===== src/rtl/sdp_sram_pkg.sv =====
// Shared types and helpers for the sdp_sram_be storage macro.
package sdp_sram_pkg;

   typedef enum logic {
      ST_IDLE  = 1'b0,
      ST_CLEAR = 1'b1
   } clr_state_e;

   localparam int unsigned RDW_OLD        = 0;
   localparam int unsigned RDW_NEW        = 1;
   localparam int unsigned MAX_LANE_WIDTH = 64;

   // Even parity bit for one lane; callers zero-extend the lane to MAX_LANE_WIDTH.
   function automatic logic lane_parity(input logic [MAX_LANE_WIDTH-1:0] lane);
      return ^lane;
   endfunction

endpackage


===== src/rtl/sdp_sram_clr_ctrl.sv =====
// Clear sequencer: walks every address once, ascending, while holding busy high.
module sdp_sram_clr_ctrl
   import sdp_sram_pkg::*;
#(
   parameter int unsigned ADDR_WIDTH = 4
) (
   input  logic                  clk,
   input  logic                  rst_n,
   input  logic                  clr,
   output logic                  busy,
   output logic                  clr_we,
   output logic [ADDR_WIDTH-1:0] clr_addr
);

   localparam int unsigned CNT_WIDTH = ADDR_WIDTH + 1;
   // One extra bit so the count can reach DEPTH without wrapping to zero.
   localparam logic [CNT_WIDTH-1:0] DEPTH_CNT = {1'b1, {ADDR_WIDTH{1'b0}}};

   clr_state_e           state;
   clr_state_e           state_next;
   logic [CNT_WIDTH-1:0] cnt;
   logic [CNT_WIDTH-1:0] cnt_next;

   always_ff @(posedge clk or negedge rst_n) begin
      if (!rst_n) begin
         state <= ST_IDLE;
         cnt   <= '0;
         busy  <= 1'b0;
      end else begin
         state <= state_next;
         cnt   <= cnt_next;
         busy  <= (state_next == ST_CLEAR);
      end
   end

   always_comb begin
      state_next = state;
      cnt_next   = cnt;
      case (state)
         ST_IDLE: begin
            if (clr) begin
               state_next = ST_CLEAR;
               cnt_next   = '0;
            end
         end
         ST_CLEAR: begin
            cnt_next = cnt + CNT_WIDTH'(1);
            if (cnt_next == DEPTH_CNT) begin
               state_next = ST_IDLE;
            end
         end
         default: state_next = ST_IDLE;
      endcase
   end

   assign clr_we   = busy;
   assign clr_addr = cnt[ADDR_WIDTH-1:0];

endmodule


===== src/rtl/sdp_sram_be.sv =====
// Simple-dual-port SRAM with byte enables, 1/2-cycle read latency and a clear sequencer.
// Optional per-lane even parity is built when SDP_SRAM_PARITY_EN is defined.
module sdp_sram_be
   import sdp_sram_pkg::*;
#(
   parameter int unsigned DATA_WIDTH = 32,
   parameter int unsigned BYTE_WIDTH = 8,
   parameter int unsigned ADDR_WIDTH = 4,
   parameter int unsigned RD_LATENCY = 1,
   parameter int unsigned RDW_MODE   = 0
) (
   input  logic                             clk,
   input  logic                             rst_n,
   input  logic                             clr,
   output logic                             busy,
   input  logic                             wr_en,
   input  logic [ADDR_WIDTH-1:0]            wr_addr,
   input  logic [DATA_WIDTH-1:0]            wr_data,
   input  logic [DATA_WIDTH/BYTE_WIDTH-1:0] wr_be,
   input  logic                             rd_en,
   input  logic [ADDR_WIDTH-1:0]            rd_addr,
   output logic [DATA_WIDTH-1:0]            rd_data,
   output logic                             rd_valid
`ifdef SDP_SRAM_PARITY_EN
   ,
   input  logic                             par_inject,
   output logic                             par_err
`endif
);

   localparam int unsigned NUM_LANES  = DATA_WIDTH / BYTE_WIDTH;
   localparam int unsigned DEPTH      = 1 << ADDR_WIDTH;
   localparam logic        RDW_NEW_EN = (RDW_MODE == RDW_NEW);

   if ((RD_LATENCY != 1) && (RD_LATENCY != 2)) begin : g_bad_latency
      $error("sdp_sram_be: RD_LATENCY must be 1 or 2");
   end
   if ((DATA_WIDTH % BYTE_WIDTH) != 0) begin : g_bad_width
      $error("sdp_sram_be: DATA_WIDTH must be a multiple of BYTE_WIDTH");
   end

   logic                  clr_we;
   logic [ADDR_WIDTH-1:0] clr_addr;
   logic                  wr_acc_c;
   logic                  rd_acc_c;
   logic                  rdw_hit_c;
   logic [DATA_WIDTH-1:0] merged_c;
   logic [DATA_WIDTH-1:0] rd_word_c;
   logic [DATA_WIDTH-1:0] mem [DEPTH];

   sdp_sram_clr_ctrl #(
      .ADDR_WIDTH(ADDR_WIDTH)
   ) u_clr_ctrl (
      .clk     (clk),
      .rst_n   (rst_n),
      .clr     (clr),
      .busy    (busy),
      .clr_we  (clr_we),
      .clr_addr(clr_addr)
   );

   assign wr_acc_c  = wr_en & ~busy;
   assign rd_acc_c  = rd_en & ~busy;
   assign rdw_hit_c = RDW_NEW_EN & wr_acc_c & (wr_addr == rd_addr);

   // Byte merge: new lanes where enabled, current contents elsewhere.
   always_comb begin
      merged_c = mem[wr_addr];
      for (int unsigned i = 0; i < NUM_LANES; i++) begin
         if (wr_be[i]) begin
            merged_c[i*BYTE_WIDTH +: BYTE_WIDTH] = wr_data[i*BYTE_WIDTH +: BYTE_WIDTH];
         end
      end
   end

   assign rd_word_c = rdw_hit_c ? merged_c : mem[rd_addr];

   // Storage has no reset; clear and user writes never coincide since busy blocks the latter.
   always_ff @(posedge clk) begin
      if (clr_we) begin
         mem[clr_addr] <= '0;
      end else if (wr_acc_c) begin
         mem[wr_addr] <= merged_c;
      end
   end

   logic                  v1;
   logic [DATA_WIDTH-1:0] d1;

   always_ff @(posedge clk or negedge rst_n) begin
      if (!rst_n) begin
         v1 <= 1'b0;
         d1 <= '0;
      end else begin
         v1 <= rd_acc_c;
         if (rd_acc_c) begin
            d1 <= rd_word_c;
         end
      end
   end

`ifdef SDP_SRAM_PARITY_EN
   logic [NUM_LANES-1:0] par_mem [DEPTH];
   logic [NUM_LANES-1:0] merged_par_c;
   logic [NUM_LANES-1:0] rd_par_c;
   logic [NUM_LANES-1:0] rd_calc_c;
   logic                 rd_err_c;
   logic                 e1;

   always_comb begin
      merged_par_c = par_mem[wr_addr];
      for (int unsigned i = 0; i < NUM_LANES; i++) begin
         if (wr_be[i]) begin
            merged_par_c[i] = lane_parity(MAX_LANE_WIDTH'(wr_data[i*BYTE_WIDTH +: BYTE_WIDTH]))
                              ^ par_inject;
         end
      end
   end

   assign rd_par_c = rdw_hit_c ? merged_par_c : par_mem[rd_addr];

   always_comb begin
      rd_calc_c = '0;
      for (int unsigned i = 0; i < NUM_LANES; i++) begin
         rd_calc_c[i] = lane_parity(MAX_LANE_WIDTH'(rd_word_c[i*BYTE_WIDTH +: BYTE_WIDTH]));
      end
   end

   assign rd_err_c = |(rd_calc_c ^ rd_par_c);

   always_ff @(posedge clk) begin
      if (clr_we) begin
         par_mem[clr_addr] <= '0;
      end else if (wr_acc_c) begin
         par_mem[wr_addr] <= merged_par_c;
      end
   end

   always_ff @(posedge clk or negedge rst_n) begin
      if (!rst_n) begin
         e1 <= 1'b0;
      end else begin
         e1 <= rd_acc_c & rd_err_c;
      end
   end
`endif

   // Output stage: direct for latency 1, one more register for latency 2.
   if (RD_LATENCY == 1) begin : g_lat1
      assign rd_valid = v1;
      assign rd_data  = d1;
`ifdef SDP_SRAM_PARITY_EN
      assign par_err  = e1;
`endif
   end else begin : g_lat2
      always_ff @(posedge clk or negedge rst_n) begin
         if (!rst_n) begin
            rd_valid <= 1'b0;
            rd_data  <= '0;
         end else begin
            rd_valid <= v1;
            if (v1) begin
               rd_data <= d1;
            end
         end
      end
`ifdef SDP_SRAM_PARITY_EN
      always_ff @(posedge clk or negedge rst_n) begin
         if (!rst_n) begin
            par_err <= 1'b0;
         end else begin
            par_err <= e1;
         end
      end
`endif
   end

endmodule


===== config.mk =====
export PLATFORM = sky130hd
export DESIGN_NAME = sdp_sram_be
export DESIGN_NICKNAME = d
export VERILOG_FILES = /design/src/rtl/sdp_sram_pkg.sv /design/src/rtl/sdp_sram_clr_ctrl.sv /design/src/rtl/sdp_sram_be.sv
export SDC_FILE = /design/constraint.sdc
export NUM_CORES = 1
export LEC_CHECK = 0
export BUFFER_PORTS_ARGS = -buffer_cell sky130_fd_sc_hd__buf_2
export CORE_ASPECT_RATIO = 1.2
export CORE_MARGIN = 2
export CORE_UTILIZATION = 55
export CTS_CLUSTER_DIAMETER = 40
export DETAILED_ROUTE_END_ITERATION = 7
export PLACE_DENSITY = 0.72
export SKIP_LAST_GASP = 1
export SLEW_MARGIN = 25
export SYNTH_ARGS = -nofsm -noshare
export SYNTH_HDL_FRONTEND = slang
export SYNTH_SLANG_ARGS = --single-unit

===== constraint.sdc =====
create_clock -name clk -period 7.7 [get_ports clk]
set_clock_uncertainty 0.15 [all_clocks]
set_input_delay 1.925 -clock clk [delete_from_list [all_inputs] [get_ports clk]]
set_output_delay 1.925 -clock clk [all_outputs]
set_load 0.01 [all_outputs]

==> flow_summary.json <==
{
  "yosysWarnings": 0,
  "rows": 80,
  "cts_tree": "yes",
  "status": "finished clean",
  "min_path_type": "register to register",
  "die_w_um": 187,
  "grt_max_degree": 91,
  "gr-total-overflow": 0,
  "h-tree-depth": 2,
  "r2r_end": "mem[12][8]",
  "antenna_cells": 0,
  "ys_seq_area_frac": 0.743,
  "hold_depth": 2,
  "grt_pass1_vias": 12100,
  "gp_congestion": 0.806,
  "slowest_stage": "nor3_1",
  "wl_um": 49200,
  "ys_ff_latch": 551,
  "r2r_start": "u_clr_ctrl.busy",
  "power_density_mw_per_mm2": 334,
  "clk_pin_slew_worst_paths_ns": 0.06,
  "worst_setup_path_start_kind": "input pin",
  "synth.distinct_cells": 36,
  "syn_to_final_growth_pct": 13.2,
  "endpoint_kind": "register",
  "final_nets": 1466,
  "synth_top_family_by_area": "multiplexers",
  "dieArea_mm2": 0.0417,
  "period_share": 0.560,
  "drive_gt1_frac": 0.178,
  "reg2reg_slack_ns": 4.19,
  "drv_cap": 0,
  "peakVddDrop_v": 0.000235,
  "period_minus_slack_ns": 4.31,
  "synth_edf_count": 512,
  "max_slew.worst_pin.slew_ns": 1.08,
  "synth_area_mm2": 0.0220,
  "synthSimpleGateAreaFrac": 0.0742,
  "coreArea_mm2": 0.0396,
  "vias": 11900,
  "whs_endpoint": "rd_data[17]",
  "postSynthCellCount": 1341,
  "synthMuxAreaShare": 0.123,
  "criticalPathCategory": "input pin to register",
  "grt_use_total": 0.236,
  "crit_chain": "buf_2 > nor3b_4 > buf_6 > mux2_2 > nor3_1",
  "port_buffers": 82,
  "post_cts_buffers": 0,
  "cp.arrival_ns": 4.35,
  "clk_latency_ns": 0.58,
  "drtIter0Drc": 1044,
  "grt_antenna_before_repair": 0,
  "finalSetupTns_ns": 0,
  "synth_nets": 1392,
  "dr.pass1.iters": 5,
  "routedWlPerCell_um": 24.7,
  "start_util": 0.556,
  "cts_buffers": 53,
  "slew_violations": 0,
  "whs_ns": 0.323,
  "path_max_fanout": 16,
  "synthAdderAreaFrac": 0.00114,
  "fmax_ghz": 0.232,
  "dp_hpwl_um": 29200,
  "p_leak_nw": 9.03,
  "synth_xor_area_frac": 0.00119,
  "io_pins": 83,
  "postRouteAntennaNets": 0,
  "cp_data_required_time_ns": 7.74,
  "die_h_um": 223,
  "cp_slowest_stage_delay_ns": 0.95,
  "cts_root_buf": "clkbuf_16",
  "via_per_inst": 6.00,
  "setup_viol": 0,
  "grt_pass1_wl_um": 73300,
  "synth_compound_area_frac": 0.0378,
  "synth.avg_cell_area_um2": 16.4,
  "clock_path_buffers": 3,
  "drc_errors": 0,
  "min_from": "rd_data[17]",
  "relSlewSlack": 0.278,
  "rsz0062_at_grt": "false",
  "synthFlopType": "edfxtp_1",
  "hold_violations": 0,
  "hold_buffers": 0,
  "synthArstFlopShare": 0.0708,
  "post_cts_resized": 0,
  "cts.sinks": 551,
  "rr_worst_depth": 4
}
## cell usage in the layout (no fill, tap or decap), drive strengths merged, types with 2 or more instances in the layout
cell	count
edfxtp	512
mux2i	263
buf	104
a22oi	96
nand2	94
nand3	76
clkbuf	67
nor3	65
dfrtp	39
and2	34
nand4	22
clkinv	17
a21oi	14
nor2b	9
bufinv	7
nor2	7
o21ai	5
nand2b	5
clkinvlp	4
inv	3
mux2	2
xnor2	2
ha	2
and2b	2
## layer usage
layer  wire length (µm)  GRT usage
met5                  0          0
met4               1680     0.0950
met3               2580     0.0315
met2              25000      0.405
met1              20000      0.308
## where the power goes
group          internal [mW]  total, mW  switching [mW]
Clock                   1.54       2.62            1.08
Sequential              4.01       4.21           0.198
Combinational          0.424       1.49            1.07
Total                   5.98       8.33            2.35
## area by class of cell
cell class | instances | area (µm²)
well taps | 533 | 667
inverters | 1 | 3.75
repair buffers | 104 | 622
fillers | 2848 | 14700
clock buffers | 67 | 1420
flip-flops and latches | 551 | 16400
multi-input cells | 704 | 5510
clock inverters | 30 | 349
## synth_stat cells (2+ instances only)
cell / n / area [µm²]
edfxtp_1: 512 / 15400
mux2i_1: 258 / 2580
a22oi_1: 96 / 721
nand2_1: 94 / 353
nand3_1: 76 / 380
nor3_1: 56 / 280
clkbuf_1: 41 / 154
dfrtp_1: 39 / 976
and2_1: 31 / 194
buf_2: 31 / 155
nand4_1: 22 / 138
a21oi_1: 14 / 70.1
nor2b_1: 9 / 56.3
nor3_2: 9 / 90.1
buf_6: 7 / 78.8
nor2_1: 7 / 26.3
mux2i_4: 5 / 113
nand2b_1: 5 / 31.3
o21ai_0: 5 / 25.0
buf_1: 4 / 15.0
and2_2: 2 / 15.0
ha_1: 2 / 25.0
mux2_2: 2 / 22.5
xnor2_1: 2 / 17.5
## through the flow
stage | std cells | worst slack, ns | util | cell area [µm²] | power (mW)
3_5_place_dp | 1891 | 2.30 | 0.577 | 22900 | 5.67
2_1_floorplan | 1341 | 3.69 | - | 22000 | 5.13
4_1_cts | 1988 | 2.94 | 0.622 | 24700 | 8.27
3_3_place_gp | 1891 | 2.45 | 0.577 | 22900 | 5.62
6_report | 1990 | 3.39 | 0.629 | 24900 | 8.33
5_1_grt | 1990 | 3.29 | 0.629 | 24900 | 8.63
## cells by family (layout without fill, tap and decap cells)
| logic type | after synthesis | after routing |
|---|---|---|
| compound gates | 117 | 117 |
| fa+ha+maj | 2 | 2 |
| buf+inv | 86 | 202 |
| xor+xnor | 3 | 3 |
| mux | 265 | 265 |
| simple gates | 317 | 317 |
| flops | 551 | 551 |
## registers in the layout, summed over array words and instances (netlist names)
name	count
mem	512
rd_data	32
u_clr_ctrl.cnt	5
rd_valid	1
u_clr_ctrl.busy	1
## worst max-delay path: cells and delay by family
family / cells / cell delay, ns
multiplexers: 1 / 0.60
AND/OR/NAND/NOR: 2 / 1.41
buffers and inverters: 2 / 0.42
## how the worst max path moves through the flow
stage	from	endpoint	cells after the start
after floorplan	wr_be[0]	mem[1][0]	6
after global placement	wr_be[0]	mem[2][27]	7
after detailed placement	wr_be[0]	mem[10][27]	7
after CTS	wr_be[0]	mem[10][27]	7
after global routing	wr_en	mem[14][0]	6
final	wr_en	mem[12][8]	5
(Power assumes the default switching activity.)
